### src/rtl/toss_seq_gen.sv
// Serial coin-toss stream generator with a built-in Moore model of the
// three-heads (non-overlapping) detector for scoreboarding.
module toss_seq_gen #(
  parameter int unsigned LEN_W = 4,
  parameter logic [7:0]  SEED  = 8'hA5,
  parameter int unsigned CNT_W = 8
) (
  input  logic             clk,
  input  logic             rst,
  input  logic             req_valid,
  input  logic [LEN_W-1:0] req_len,
  input  logic             req_mode,
  output logic             req_ready,
  output logic             toss,
  output logic             toss_valid,
  output logic             busy,
  output logic             done,
  output logic             exp_out,
  output logic [CNT_W-1:0] hit_count
);

  localparam logic [7:0] SEED_EFF = (SEED == 8'h00) ? 8'h01 : SEED;

  typedef enum logic [2:0] {
    S_IDLE,
    S_HEADS,
    S_RAND,
    S_TAIL,
    S_DONE
  } state_e;

  state_e           state_q, state_d;
  logic [LEN_W-1:0] rem_q, rem_d;
  logic [7:0]       lfsr_q, lfsr_d;
  logic [1:0]       h_q, h_d;
  logic [CNT_W-1:0] hit_q, hit_d;
  logic             toss_q, toss_d;
  logic             toss_valid_q, toss_valid_d;
  logic             busy_q, busy_d;
  logic             done_q, done_d;
  logic             ready_q, ready_d;
  logic             exp_q, exp_d;
  logic             fb;

  assign fb = lfsr_q[7] ^ lfsr_q[5] ^ lfsr_q[4] ^ lfsr_q[3];

  // Next-state, detector model and registered-output decode.
  // Outputs are decoded from the next state so they are flop outputs that
  // line up with the state they describe.
  always_comb begin
    state_d = state_q;
    rem_d   = rem_q;
    lfsr_d  = lfsr_q;
    h_d     = h_q;
    hit_d   = hit_q;

    // Detector model consumes the toss currently on the output.
    if (toss_valid_q) begin
      if (toss_q) begin
        h_d = (h_q == 2'd3) ? 2'd1 : h_q + 2'd1;
        if (h_d == 2'd3 && hit_q != '1) begin
          hit_d = hit_q + CNT_W'(1);
        end
      end else begin
        h_d = '0;
      end
    end

    case (state_q)
      S_IDLE: begin
        if (req_valid) begin
          rem_d = req_len;
          hit_d = '0;
          h_d   = '0;
          if (req_len == '0) begin
            state_d = S_TAIL;
          end else if (req_mode) begin
            state_d = S_RAND;
          end else begin
            state_d = S_HEADS;
          end
        end
      end
      S_HEADS: begin
        rem_d = rem_q - LEN_W'(1);
        if (rem_q == LEN_W'(1)) state_d = S_TAIL;
      end
      S_RAND: begin
        lfsr_d = {lfsr_q[6:0], fb};
        rem_d  = rem_q - LEN_W'(1);
        if (rem_q == LEN_W'(1)) state_d = S_TAIL;
      end
      S_TAIL:  state_d = S_DONE;
      S_DONE:  state_d = S_IDLE;
      default: state_d = S_IDLE;
    endcase

    toss_valid_d = (state_d == S_HEADS) || (state_d == S_RAND) || (state_d == S_TAIL);
    busy_d       = (state_d != S_IDLE);
    ready_d      = (state_d == S_IDLE);
    done_d       = (state_d == S_DONE);
    exp_d        = (h_d == 2'd3);
    // In RAND the shown bit is the MSB of the LFSR value held during that cycle.
    toss_d       = (state_d == S_HEADS) ? 1'b1 :
                   (state_d == S_RAND)  ? lfsr_d[7] : 1'b0;
  end

  // State, datapath and output registers with asynchronous reset.
  always_ff @(posedge clk or posedge rst) begin
    if (rst) begin
      state_q      <= S_IDLE;
      rem_q        <= '0;
      lfsr_q       <= SEED_EFF;
      h_q          <= '0;
      hit_q        <= '0;
      toss_q       <= 1'b0;
      toss_valid_q <= 1'b0;
      busy_q       <= 1'b0;
      done_q       <= 1'b0;
      ready_q      <= 1'b1;
      exp_q        <= 1'b0;
    end else begin
      state_q      <= state_d;
      rem_q        <= rem_d;
      lfsr_q       <= lfsr_d;
      h_q          <= h_d;
      hit_q        <= hit_d;
      toss_q       <= toss_d;
      toss_valid_q <= toss_valid_d;
      busy_q       <= busy_d;
      done_q       <= done_d;
      ready_q      <= ready_d;
      exp_q        <= exp_d;
    end
  end

  assign req_ready  = ready_q;
  assign toss       = toss_q;
  assign toss_valid = toss_valid_q;
  assign busy       = busy_q;
  assign done       = done_q;
  assign exp_out    = exp_q;
  assign hit_count  = hit_q;

endmodule

### config.mk
export PLATFORM = sky130hd
export DESIGN_NAME = toss_seq_gen
export DESIGN_NICKNAME = d
export VERILOG_FILES = /design/src/rtl/toss_seq_gen.sv
export SDC_FILE = /design/constraint.sdc
export NUM_CORES = 1
export LEC_CHECK = 0
export CAP_MARGIN = 20
export CORE_UTILIZATION = 50
export CTS_BUF_LIST = sky130_fd_sc_hd__clkbuf_4 sky130_fd_sc_hd__clkbuf_8 sky130_fd_sc_hd__clkbuf_16
export DETAILED_ROUTE_END_ITERATION = 7
export GPL_TIMING_DRIVEN = 0
export PLACE_DENSITY = 0.75
export REMOVE_ABC_BUFFERS = 1
export SLEW_MARGIN = 5
export SYNTH_ARGS = -nofsm -noshare
export SYNTH_HDL_FRONTEND = slang
export SYNTH_SLANG_ARGS = --single-unit
### constraint.sdc
create_clock -name clk -period 2.1 [get_ports clk]
set_clock_uncertainty 0.2 [all_clocks]
set_input_delay 0.42 -clock clk [delete_from_list [all_inputs] [get_ports clk]]
set_output_delay 0.42 -clock clk [all_outputs]
set_load 0.05 [all_outputs]
Yosys cells after proc, flatten, opt, wreduce, memory -nomap -nowiden:

Index checks and enable logic that the tools add are counted.

* register bits after elaboration: 31
* input port bits: 8
* output and inout port bits: 14
* word-level logic and storage cells: 61

* add/sub/neg operators: 3
* eq/ne operators: 13
* mux-type cells: 20
* bitwise logic cells: 3
* reduce and logical (&&, ||, !) cells: 10

Operators with widths (number)
* two-way mux 8 bit: 6
* two-way mux 2 bit: 7
* == test 3 x 2 -> 1 bit (second input constant): 4
* one-hot mux 3 bit (3 select lines): 1
* adder 8 x 1 -> 8 bit (second input constant): 1
* inequality test 8 bit (second input constant): 1
* one-hot mux 4 bit (2 select lines): 1
* == test 2 bit (second input constant): 3
* == test 3 x 1 -> 1 bit (second input constant): 2
* zero test 3 bit: 2
* two-way mux 3 bit: 2
* == test 4 x 1 -> 1 bit (second input constant): 1
* zero test 4 bit: 1
* two-way mux 4 bit: 1
* subtractor 4 x 1 -> 4 bit (second input constant): 1
* == test 3 bit (second input constant): 1
* nonzero test 3 bit: 1
* XOR 1 bit: 3
* adder 2 x 1 -> 2 bit (second input constant): 1
* logical OR 1 bit: 2
* two-way mux 1 bit: 2
* inequality test 2 bit (second input constant): 1
* AND reduction 2 bit: 1
* nonzero test 2 bit: 1
* other kinds (2): 2

Depth between registers and ports, before layout:

Gate-level depths: netlist (run 1).

* depth after elaboration: 9
* mapped depth: 6
* mapped depth without buffers: 6

Least setup slack after synthesis (run 1):

No wires, ideal clock.

* path kind: flip-flop to flip-flop
* start point: register hit_q[0] (netlist: hit_count[0])
* end point: register hit_q[7] (netlist: hit_count[7])
* setup time: 0.077 ns
* arrival time: 1.730 ns
* required time: 1.823 ns
* path slack: 0.093 ns
* cell stages (with the launch flop): 6
* buffers on the path: 0
* period minus slack after synthesis: 2.007 ns
* cell sequence: dfrtp_1 -> ha_1 -> nand4_1 -> o21ai_2 -> or4_1 -> a21oi_1

* cells in the longest elaborated chain, start to end: 7
* elaborated cells between the ends (all ways): 8
* those cells by class: add/sub (1); eq/ne (1); mux (5); reduce/logical (1)

Ends and longest elaborated chain
* start: declaration: RTL line 36 `logic [CNT_W-1:0] hit_q, hit_d;`
* start signal: assignment: RTL line 127 `hit_q <= hit_d;`
* branches (longest 2 deep; another with adder 8 x 1 -> 8 bit)
* two-way mux 8 bit *: RTL line 61 `if (h_d == 2'd3 && hit_q != '1) begin`
* two-way mux 8 bit *: RTL line 59 `if (toss_q) begin`
* two-way mux 8 bit *: RTL line 58 `if (toss_valid_q) begin`
* two-way mux 8 bit: RTL line 71 `if (req_valid) begin`
* two-way mux 8 bit *: RTL line 69 `case (state_q)`
* via hit_d[7]: RTL line 36

Mark *: on every way through the listed nets, which the timed path passes.
A chain may end at the register's enable or synchronous reset.

Worst setup path in the final report (run 1):

* start point: register ready_q (netlist: req_ready)
* end point: output req_ready

RTL lines
* start: declaration: RTL line 41 `logic ready_q, ready_d;`
* start signal: assignment: RTL line 132 `ready_q <= ready_d;`
* end: declaration: RTL line 13 `output logic req_ready,`

No word-level cell between the ends.

==> flow_summary_export.csv, run 1 <==
group,metric,value,unit
detailed_routing,drt_iter0_markers,16,
timing,finalCriticalPeriod,1970,ps
synth,yosysWarnings,0,
detailed_routing,wl_per_cell,14.2,um
die,rows,19,
clock_network,ctsHoldBuffers,0,
synth,synth_edf_count,0,
clock_network,htreeDepth,2,
detailed_routing,vias_per_cell,5.61,
timing,worst_slew_pin_slew,507,ps
synth,synth_area_leader_cell,"dfrtp_1",
clock_network,cts_max_path_buffers,2,
detailed_routing,drtPass1Iterations,4,
timing,setup_viol,0,
critical_path,critPathBufInv,1,
global_routing,grt_max_degree,24,
synth,synth_seq_cells,31,
final_layout,area.growth.synth_to_final,22.5,%
detailed_routing,dr_total_vias,1082,
hold_path,min_path_type,"in -> async",
synth,async_flop_share,100,%
critical_path,cp-start-kind,"flip-flop",
critical_path,slowest_delay,520,ps
die,start_util,53.4,%
global_routing,grt.busiest_layer,"met2",
power_and_ir_drop,vdd.ir_drop.worst,1100,uV
timing,fmax,506,MHz
global_routing,antenna_found_initial,0,
critical_path,reg2reg_depth,6,
synth,yosysMostFrequentCell,"dfrtp_1",
placed_design,gp_congestion,0.782,
critical_path,cp_cell_sequence,"dlygate4sd2_1",
global_routing,grt_pass1_wl,4630,um
critical_path,cp-startpoint,"req_ready$_DFF_PP1_",
detailed_routing,routed_wirelength,2740,um
detailed_routing,drc,0,
critical_path,endpoint_kind,"primary output",
clock_network,cts_tree,"yes",
global_routing,grt.met3_usage,5.53,%
flow_run,drv_cap,0,
die,core_region_area,0.00278,mm2
synth,ys_seq_area_share,52.7,%
die,die_w,56.5,um
critical_path,critPathMaxFanout,1,
final_layout,final_net_count,174,
critical_path,critPathArrivalTime,1350,ps
timing,finalCritPeriodShare,94.0,%
critical_path,rr_startpoint,"state_q[1]$_DFF_PP0_",
die,io-pin-count,22,
timing,rsz0062_at_grt,"no",
timing,holdWs,181,ps
global_routing,grt_pass1_vias,1014,
synth,netlist_instances,133,
critical_path,crit_end,"req_ready",
die,dieArea,0.00319,mm2
status,status,"complete, no violations",
clock_network,numCtsBuffers,5,
global_routing,met1_usage,25.0,%
placed_design,port_buffers,21,
critical_path,r2r-end,"rem_q[3]$_DFFE_PP0P_",
critical_path,cp.required,1480,ps
detailed_routing,antenna_left,0,
critical_path,cp_num_cells,1,
placed_design,pre_cts_slack,-361,ps
synth,ys_top_cells_by_area,"dfrtp_1 (44%), dfstp_2 (8.8%), ha_1 (4.2%), mux2_2 (3.8%), a21oi_1 (3.0%)",
die,die_h,56.5,um
synth,synth_commonest_cells,"dfrtp_1 (26), nor2_1 (11), a21oi_1 (9), inv_1 (8), nand2_1 (8)",
critical_path,cp_slowest_cell,"dfstp_2",
synth,syn-cell-area,0.00149,mm2
clock_network,path_clk_slew,80,ps
power_and_ir_drop,leakage,0.852,nW
final_layout,fin_util,65.4,%
critical_path,criticalPathCategory,"reg -> out",
global_routing,grt_overflow_total,0,
clock_network,clk_latency,330,ps
critical_path,cpLargestDelayFamily,"flip-flops",
clock_network,cts_root_buffer,"clkbuf_4",
placed_design,dp_hpwl,1930,um
final_layout,final-instance-count-excl-fill,193,
synth,ys.flop_type,"dfrtp_1",
final_layout,drive_gt1_share,19.8,%
global_routing,track_usage,19.5,%
timing,hold_viol,0,
synth,avgSynthCellArea,11.2,um2
synth,synth.distinct_cells,44,
global_routing,grt_util_met2,29.6,%
synth,yosysTopAreaCellShare,43.8,%
power_and_ir_drop,p_per_area,1340,mW/mm2
final_layout,diodes,0,
timing,slew_headroom,66.2,%
critical_path,ff2ff_setup_slack,160,ps
timing,finalSetupTns,0,ps
clock_network,cts.sinks,31,
placed_design,placed_cells,185,
timing,maxSlewViolCount,0,
timing,finalWorstSetupSlack,125,ps
## layout by cell type (no fill, tap or decap), types with 2 or more instances in the layout
master | netlist | routed
dfrtp_1 | 26 | 26
nor2_1 | 11 | 11
dlygate4sd2_1 | 0 | 11
a21oi_1 | 9 | 9
inv_1 | 8 | 8
nand2_1 | 8 | 8
clkdlybuf4s50_1 | 0 | 7
clkbuf_4 | 0 | 6
xnor2_1 | 5 | 5
mux2_2 | 5 | 5
ha_1 | 5 | 5
dfstp_2 | 5 | 5
o21ai_0 | 4 | 4
nand3_1 | 3 | 3
or3_1 | 3 | 3
dlymetal6s2s_1 | 0 | 3
inv_2 | 2 | 2
nor2b_1 | 2 | 2
o22ai_2 | 2 | 2
nand4_1 | 2 | 2
nor3_1 | 2 | 2
o21ai_2 | 2 | 2
o31ai_1 | 2 | 2
or4_1 | 2 | 2
o21ai_1 | 2 | 2
## timing repair
item                       CTS  global route
setup endpoints to repair   12             3
buffers inserted             0             0
gates resized for setup     12             3
## routing by layer
layer	vias to the layer above	wire, um	part of all wire (%)
met4	0	38	1.4
met2	24	1320	48
met3	4	122	4.5
li1	528	-	-
met5	-	0	0
met1	526	1260	46
## cell families after synthesis
group / count (synthesis) / synth area share [%]
AND/OR/NAND/NOR: 44 / 17.7
XOR/XNOR: 5 / 2.95
multiplexers: 8 / 6.23
buffers and inverters: 12 / 3.62
AO/OA/AOI/OAI: 28 / 12.6
adder cells (fa/ha/maj): 5 / 4.21
flip-flops: 31 / 52.7
## power by group
group / leakage [nW] / total [W] / internal [W] / switching [W]
Clock: 0.0387 / 0.000372 / 0.000175 / 0.000197
Combinational: 0.426 / 0.00105 / 0.000453 / 0.000596
Sequential: 0.387 / 0.00102 / 0.000834 / 0.000184
## flip-flops by register name, indices dropped and copies added, names as in the netlist
signal and cells:
hit_count 8, lfsr_q 8, rem_q 4, state_q 3
h_q 2, busy 1, done 1, exp_out 1
req_ready 1, toss 1, toss_valid 1
## cell type report
type | count | area, um2
fill | 226 | 962
inverter | 10 | 37.5
clock inverter | 1 | 5.00
clock buffer | 7 | 58.8
timing repair buffer | 23 | 239
tap | 31 | 38.8
sequential | 31 | 782
multi-input combinational | 90 | 658
## metrics by stage
| stage | total power, W | area (um2) |
|---|---|---|
| global placement | 0.00202 | 1720 |
| floorplan | 0.00179 | 1470 |
| detailed placement | 0.00209 | 1750 |
| CTS | 0.00246 | 1810 |
| global route | 0.00259 | 1820 |
| finish | 0.00244 | 1820 |
## worst min-delay path by stage
stage / startpoint / end
floorplan: lfsr_q[1]$_DFFE_PP0N_ / lfsr_q[1]$_DFFE_PP0N_
global placement: lfsr_q[1]$_DFFE_PP0N_ / lfsr_q[1]$_DFFE_PP0N_
detailed placement: lfsr_q[1]$_DFFE_PP0N_ / lfsr_q[1]$_DFFE_PP0N_
CTS: rst / lfsr_q[4]$_DFFE_PP0N_
global route: rst / lfsr_q[4]$_DFFE_PP0N_
finish: rst / lfsr_q[4]$_DFFE_PP0N_
Power figures use the tool's default switching activity.
==> inputs of run 2 (changes only) <==
CORE_UTILIZATION = 48   (was 50)
clock period = 1.8 ns   (was 2.1 ns; I/O delays follow)
==> flow_summary_export.csv, run 2 (synthesis results as in run 1) <==
group,metric,value,unit
final_layout,final_cell_mix,"dfrtp_1 (21), nor2_1 (11), buf_4 (11), clkdlybuf4s15_2 (9)",
final_layout,final_net_count,185,
global_routing,grt_util_met2,35.0,%
global_routing,grt.met3_usage,6.03,%
critical_path,cpLargestDelayFamily,"flip-flops",
critical_path,cp_slowest_cell,"dfstp_2",
final_layout,regArea,788,um2
critical_path,crit_end,"req_ready",
placed_design,dp_hpwl,2140,um
clock_network,cts_root_buffer,"clkbuf_4",
status,status,"finished with violations",
final_layout,fillers,224,
global_routing,met1_usage,23.6,%
critical_path,r2r-end,"hit_count[7]$_DFF_PP0_",
timing,finalSetupTns,0,ps
detailed_routing,drc,1,
global_routing,grt_pass1_vias,1178,
clock_network,htreeDepth,2,
timing,finalCritPeriodShare,97.8,%
critical_path,critPathArrivalTime,1200,ps
global_routing,grt_pass1_wl,5060,um
clock_network,ctsHoldBuffers,0,
critical_path,rr_startpoint,"hit_count[0]$_DFF_PP0_",
clock_network,numCtsBuffers,5,
critical_path,ff2ff_setup_slack,40,ps
global_routing,grt.busiest_layer,"met2",
status,violations,"design-rule violations",
timing,hold_viol,0,
detailed_routing,antenna_left,0,
detailed_routing,vias_per_cell,5.79,
power_and_ir_drop,p_per_area,1520,mW/mm2
critical_path,reg2reg_depth,5,
die,core_region_area,0.00285,mm2
clock_network,cts_max_path_buffers,2,
critical_path,cp-startpoint,"req_ready$_DFF_PP1_",
die,dieArea,0.00332,mm2
final_layout,drive_gt1_share,35.3,%
global_routing,grt_overflow_total,0,
critical_path,cp-start-kind,"flip-flop",
power_and_ir_drop,vdd.ir_drop.worst,1120,uV
final_layout,fin_util,68.0,%
critical_path,cp_cell_sequence,"clkdlybuf4s18_2",
detailed_routing,wl_per_cell,14.9,um
final_layout,area.growth.synth_to_final,30.6,%
timing,holdWs,183,ps
clock_network,cts.sinks,31,
clock_network,clk_latency,330,ps
final_layout,mostFrequentLayoutCell,"dfrtp_1",
timing,worst_slew_pin_slew,584,ps
critical_path,critPathBufInv,1,
global_routing,grt_max_degree,19,
timing,slew_headroom,61.0,%
placed_design,gp_congestion,0.740,
die,die_h,57.6,um
final_layout,diodes,0,
die,start_util,52.1,%
hold_path,min_path_type,"in -> async",
timing,maxSlewViolCount,0,
detailed_routing,routed_wirelength,3050,um
timing,rsz0062_at_grt,"yes",
clock_network,cts_tree,"yes",
die,rows,19,
critical_path,cp.required,1240,ps
timing,finalCriticalPeriod,1760,ps
critical_path,critPathMaxFanout,1,
die,die_w,57.6,um
detailed_routing,dr_total_vias,1182,
power_and_ir_drop,leakage,0.821,nW
critical_path,cp_num_cells,1,
placed_design,port_buffers,21,
detailed_routing,drt_iter0_markers,41,
timing,fmax,568,MHz
final_layout,multi_input_area,694,um2
critical_path,endpoint_kind,"primary output",
clock_network,path_clk_slew,100,ps
flow_run,drv_cap,0,
critical_path,slowest_delay,520,ps
global_routing,antenna_found_initial,0,
die,io-pin-count,22,
detailed_routing,drtPass1Iterations,7,
critical_path,criticalPathCategory,"reg -> out",
global_routing,track_usage,20.7,%
timing,setup_viol,0,
[run 2: cell count changes in the layout (fill, tap and decap cells not counted), moves of 3 or more]
cell	change
dlymetal6s2s_1	-3
clkdlybuf4s15_2	+9
dlygate4sd2_1	-8
buf_4	+10
dfrtp_2	+5
dfrtp_1	-5
[run 2: worst reg2reg max path, delay by kind of cell (launching register included)]
family                   cells  cell delay [ps]
adder cells (fa/ha/maj)      1              190
AO/OA/AOI/OAI                2              220
flip-flops                   1              450
AND/OR/NAND/NOR              2              650
[run 2: how the worst min path moves through the flow]
| stage | slack (ps) | endpoint | cells after the start |
|---|---|---|---|
| 4_1_cts | 200 | h_q[0]$_DFF_PP0_ | 2 |
| 3_5_place_dp | 290 | lfsr_q[1]$_DFFE_PP0N_ | 1 |
| 2_1_floorplan | 250 | lfsr_q[1]$_DFFE_PP0N_ | 1 |
| 3_3_place_gp | 270 | lfsr_q[1]$_DFFE_PP0N_ | 1 |
| 5_1_grt | 220 | toss$_DFF_PP0_ | 2 |
| 6_report | 180 | h_q[0]$_DFF_PP0_ | 2 |
[run 2: area by class of cell]
cell class,count,share of cell area [%]
flip-flops and latches,31,40.6
multi-input cells,91,35.8
repair buffers,33,16.6
clock buffers,7,2.71
well taps,31,2.00
inverters,10,1.94
clock inverters,1,0.258
[run 2: power by group]
group          internal (W)  switching, W  leakage (nW)  total, W
Combinational      0.000617      0.000748         0.406   0.00137
Clock              0.000182      0.000227        0.0361  0.000409
Sequential         0.000979      0.000204         0.379   0.00118
[run 2: repair_timing]
| action | in CTS | in global routing |
|---|---|---|
| gates resized for setup | 39 | 11 |
| endpoints found under the setup margin | 30 | 7 |
| hold endpoints to repair | 0 | 0 |
| setup buffers | 6 | 4 |
| pin swaps | 3 | 3 |
| gates cloned | 0 | 1 |
[run 2: routing by layer]
metal | wire length [um] | vias to the layer above
met5 | 0 | -
met4 | 44 | 0
met3 | 133 | 4
met2 | 1590 | 29
met1 | 1280 | 591
li1 | - | 558
[run 2: metrics by stage]
| step | area (um2) | cells | worst slack [ps] | total power (W) |
|---|---|---|---|---|
| CTS | 1880 | 199 | 8.37 | 0.00292 |
| floorplan | 1470 | 131 | -207 | 0.00209 |
| global route | 1940 | 204 | -15.1 | 0.00316 |
| finish | 1940 | 204 | 39.0 | 0.00296 |
| detailed placement | 1750 | 185 | -614 | 0.00246 |
| global placement | 1720 | 183 | -967 | 0.00235 |
